$ cat config.mk
export PLATFORM = sky130hd
export DESIGN_NAME = tdm_demultiplexer
export DESIGN_NICKNAME = d
export VERILOG_FILES = /design/src/rtl/tdm_demultiplexer.sv
export SDC_FILE = /design/constraint.sdc
export NUM_CORES = 1
export LEC_CHECK = 0
export CAP_MARGIN = 20
export CORE_MARGIN = 2
export CORE_UTILIZATION = 35
export CTS_CLUSTER_DIAMETER = 60
export DETAILED_ROUTE_END_ITERATION = 8
export HOLD_SLACK_MARGIN = 0.12
export SYNTH_ARGS = -nofsm -noshare
export SYNTH_HDL_FRONTEND = slang
export SYNTH_SLANG_ARGS = --single-unit
$ cat constraint.sdc
create_clock -name clk -period 4.5 [get_ports clk]
set_input_delay 0.9 -clock clk [delete_from_list [all_inputs] [get_ports clk]]
set_output_delay 0.9 -clock clk [all_outputs]
set_load 0.03 [all_outputs]
$ cat src/rtl/tdm_demultiplexer.sv
// tdm_demultiplexer -- routes a serial word stream into four registered lanes.
//
// Words are collected in per-lane shadow registers. When all four lanes have
// been written the frame is handed to out0..out3 in one shot, so a consumer
// never sees a half-updated frame.
//
// Ports:
//   clk, reset            single clock, synchronous active-high reset
//   in_valid, in_data     incoming word strobe and data
//   auto                  1: internal slot counter picks the lane
//                         0: {address0,address1} picks the lane
//   address0, address1    manual lane select (address0 is the MSB)
//   out_ready             consumer accepts the presented frame
//   out0..out3            registered frame lanes
//   out_valid             out0..out3 hold a complete, unconsumed frame
//   slot                  lane the auto counter writes next
//   overflow              sticky: a completed frame was dropped

// One lane: shadow word, written flag and presented output word.
module tdm_demux_lane #(
  parameter int WIDTH = 1
) (
  input  logic             clk,
  input  logic             reset,
  input  logic             wr,     // capture din into the shadow word
  input  logic             clr,    // clear the written flag
  input  logic             load,   // move the frame to the output
  input  logic [WIDTH-1:0] din,
  output logic             written,
  output logic [WIDTH-1:0] dout
);
  logic [WIDTH-1:0] shadow;

  always_ff @(posedge clk) begin
    if (reset) begin
      shadow  <= '0;
      written <= 1'b0;
      dout    <= '0;
    end else begin
      if (wr) shadow <= din;
      if (clr)     written <= 1'b0;
      else if (wr) written <= 1'b1;
      // The completing word lands in the output directly, bypassing the
      // shadow it is being written into on the same edge.
      if (load) dout <= wr ? din : shadow;
    end
  end
endmodule

module tdm_demultiplexer #(
  parameter int WIDTH = 1
) (
  input  logic             clk,
  input  logic             reset,
  input  logic             in_valid,
  input  logic [WIDTH-1:0] in_data,
  input  logic             auto,
  input  logic             address0,
  input  logic             address1,
  input  logic             out_ready,
  output logic [WIDTH-1:0] out0,
  output logic [WIDTH-1:0] out1,
  output logic [WIDTH-1:0] out2,
  output logic [WIDTH-1:0] out3,
  output logic             out_valid,
  output logic [1:0]       slot,
  output logic             overflow
);
  localparam int NUM_LANES = 4;

  logic                                auto_q;
  logic                                auto_chg;
  logic                                accept;
  logic [1:0]                          idx;
  logic [NUM_LANES-1:0]                wr;
  logic [NUM_LANES-1:0]                mask;
  logic                                complete;
  logic                                load;
  logic                                clr;
  logic [NUM_LANES-1:0][WIDTH-1:0]     lane_dout;

  // A mode switch restarts frame assembly and swallows that edge's word.
  assign auto_chg = auto ^ auto_q;
  assign accept   = in_valid & ~auto_chg;
  assign idx      = auto ? slot : {address0, address1};

  assign complete = accept & (&(mask | wr));
  // A finished frame is only presented if the output slot is free or being
  // consumed on this same edge; otherwise it is dropped.
  assign load     = complete & (~out_valid | out_ready);
  assign clr      = complete | auto_chg;

  genvar i;
  generate
    for (i = 0; i < NUM_LANES; i++) begin : g_lane
      assign wr[i] = accept & (idx == 2'(i));
      tdm_demux_lane #(.WIDTH(WIDTH)) u_lane (
        .clk     (clk),
        .reset   (reset),
        .wr      (wr[i]),
        .clr     (clr),
        .load    (load),
        .din     (in_data),
        .written (mask[i]),
        .dout    (lane_dout[i])
      );
    end
  endgenerate

  assign out0 = lane_dout[0];
  assign out1 = lane_dout[1];
  assign out2 = lane_dout[2];
  assign out3 = lane_dout[3];

  always_ff @(posedge clk) begin
    if (reset) begin
      auto_q    <= 1'b0;
      slot      <= 2'd0;
      out_valid <= 1'b0;
      overflow  <= 1'b0;
    end else begin
      auto_q <= auto;

      if (auto_chg || !auto) slot <= 2'd0;
      else if (accept)       slot <= slot + 2'd1;

      if (load)                        out_valid <= 1'b1;
      else if (out_valid && out_ready) out_valid <= 1'b0;

      if (complete && out_valid && !out_ready) overflow <= 1'b1;
    end
  end
endmodule

==> results.txt <==
Status = completed
Xor and xnor area share after synthesis = 0.0243
Grt total ovfl = 0
Die height = 49.4 µm
Slew margin rel. = 0.671
Clock Path Buffers = 2
DRT iter0 DRCs = 1
I/O Pins = 16
Final hold violations = 0
Most common cell after layout, fill and taps aside = dfxtp_1
Post-Route WL = 1.34 mm
#FFs+latches synth = 17
CTS tree = done
Commonest non-fill, non-tap cells in the layout = dfxtp_1, clkdlybuf4s50_1, nor2_1
Fin crit share = 0.625
Starting density of the core = 0.368
Slew Viols, Final = 0
Drt first pass iters = 4
Finished Layout Cells = 115
Hold buffers post-CTS = 0
Fin crit period = 2.81 ns
Setup bufs post-CTS = 0
Vias in the first global route = 512
Area leader, netlist = dfxtp_1
Worst-path fanout max = 6
Largest net degree at the start of global routing = 15
Syn_nets = 79
Fill cells = 207
I/O Buffers = 15
Synth Area in Compound Gates = 0.0971
Htree depth = 1
Yosys warns = 0
Clk root buf = clkbuf_4
Drt via density = 4.84
Post-route setup TNS = 0 ns
Seq/Total Area, Yosys = 0.471
Area grow syn2layout = 28.6%
Required time of the critical path = 4.67 ns
CP arrival = 2.98 ns
Synthesized area per cell = 10.3 µm²
FF-to-FF End = g_lane[3].u_lane.dout$_SDFFE_PP0P_
Maxcap violations = 0
PostCTS Resize Cnt = 0
CTS Buf Count = 3
GRT Util Overall = 0.124
Area contributors post-synth = dfxtp_1, mux2_2, mux2i_1
Unrepaired setup endpoints after global routing = false
Critical Path Start = auto
Width of the die = 49.4 µm
Post-synth cell types = 21
Critical path class = in2reg
Worst setup SP type = input port
Final core utilization = 0.473
Max Clk Rate = 0.356 GHz
Area share of and/or/nand/nor cells after synthesis = 0.208
First-pass GRT wire length = 2.22 mm
Yosys top cell area share = 0.471
Detailed placement HPWL = 1.05 mm
PD cells = 273 nW/µm²
Total power = 253 µW
DRC Markers = 0
Core Box Area = 1960 µm²
Main combinational cell family by area after synthesis = simple AND/OR/NAND/NOR gates
Via count = 557
Reg2Reg Depth = 6
Synthesized cell area = 722 µm²
Worst-path clk slew = 0.08 ns
Actual slew at the worst max-slew pin = 0.493 ns
Row count = 16
Leakage = 0.000372 µW
Post-DR wirelength/cell = 11.6 µm
VDD IR max = 0.112 mV
Syn Inst Count = 70
Post-Synth Adder-Cell Area = 0.0173
Min-Delay Path Class = reg2reg
Die ar. = 2440 µm²
# setup viols final = 0
Fin Clk Skew = 0.00224 ns
Clock Latency Late Sink = 0.28 ns
Inst Count DP = 111
Layout Nets = 98
DRT antenna net count = 0
Layout cells sized above 1 = 0.125
Initial antenna violation count = 0
Pre-CTS setup slack = 1.38 ns
Reg2Reg Launch Point = auto_q$_SDFF_PP0_
Clk sinks = 17
Inserted Diodes = 0
RD Place Congestion = 0.844
Worst Setup EP = g_lane[3].u_lane.dout$_SDFFE_PP0P_
FF-to-FF setup slack = 2.63 ns
Fin worst setup slack = 1.69 ns
Multiplexer share of the synthesized area = 0.177
CP endpoint kind = flop
cell usage after synthesis:
cell type / count
a21oi_1: 3
and3b_2: 1
clkbuf_1: 1
dfxtp_1: 17
ha_1: 1
mux2_2: 6
mux2i_1: 6
nand2_1: 2
nand2b_1: 5
nand4_1: 2
nor2_1: 7
nor2b_1: 6
nor3_1: 3
nor3_2: 1
o211a_1: 3
o211ai_1: 1
o21ai_0: 1
o21ai_1: 1
o31ai_1: 1
xnor2_1: 1
xor2_1: 1
worst min path at each step:
stage,cells after the start,from,slack [ns],endpoint
6_report,2,overflow$_SDFFE_PP0P_,0.48,overflow$_SDFFE_PP0P_
5_1_grt,2,overflow$_SDFFE_PP0P_,0.51,overflow$_SDFFE_PP0P_
3_3_place_gp,2,overflow$_SDFFE_PP0P_,0.45,overflow$_SDFFE_PP0P_
4_1_cts,2,overflow$_SDFFE_PP0P_,0.48,overflow$_SDFFE_PP0P_
2_1_floorplan,2,g_lane[0].u_lane.shadow$_SDFF_PP0_,0.47,g_lane[0].u_lane.shadow$_SDFF_PP0_
3_5_place_dp,2,overflow$_SDFFE_PP0P_,0.46,overflow$_SDFFE_PP0P_
stage by stage:
| stage | instance area, µm² | hold slack, ns |
|---|---|---|
| 6_report | 928 | 0.476 |
| 3_3_place_gp | 902 | 0.446 |
| 5_1_grt | 928 | 0.507 |
| 4_1_cts | 928 | 0.482 |
| 3_5_place_dp | 902 | 0.457 |
| 2_1_floorplan | 722 | 0.465 |
layer usage:
layer / vias to the layer above / wire (µm) / global-route usage
met5: - / 0 / 0
met4: 0 / 13 / 0.0972
met3: 2 / 59 / 0.0337
met2: 15 / 615 / 0.187
met1: 253 / 651 / 0.148
li1: 287 / - / -
final cells by class:
class / count / area, µm² / share of cell area
multi-input cells: 52 / 378 / 0.407
repair buffers: 15 / 150 / 0.162
clock buffers: 4 / 26.3 / 0.0283
flip-flops and latches: 17 / 340 / 0.367
well taps: 27 / 33.8 / 0.0364
sequential cells by signal, indices dropped and copies added (netlist names):
signal,flops
out_valid,1
g_lane.u_lane.dout,4
slot,2
g_lane.u_lane.shadow,4
g_lane.u_lane.written,4
overflow,1
auto_q,1
where the power goes:
| part | switching (µW) | leakage [µW] | internal (µW) | total, µW |
|---|---|---|---|---|
| registers | 0.982 | 0.000137 | 152 | 153 |
| logic | 11.9 | 0.000219 | 12.1 | 24.0 |
| clock network | 41.6 | 0.0000150 | 34.4 | 76.0 |
| total | 54.6 | 0.000372 | 199 | 253 |
cells by family after synthesis:
kind of cell / count (synthesis)
adder cells (fa/ha/maj): 1
AO/OA/AOI/OAI: 10
XOR/XNOR: 2
AND/OR/NAND/NOR: 27
multiplexers: 12
buffers and inverters: 1
flip-flops: 17
worst max-delay path: stages:
cell and delay (ns):
clkdlybuf4s50_1 0.62, ha_1 0.30, nand2b_1 0.20, nor3_2 0.21
o21ai_1 0.10, and3b_2 0.31, mux2_2 0.34
(Power assumes the default switching activity.)
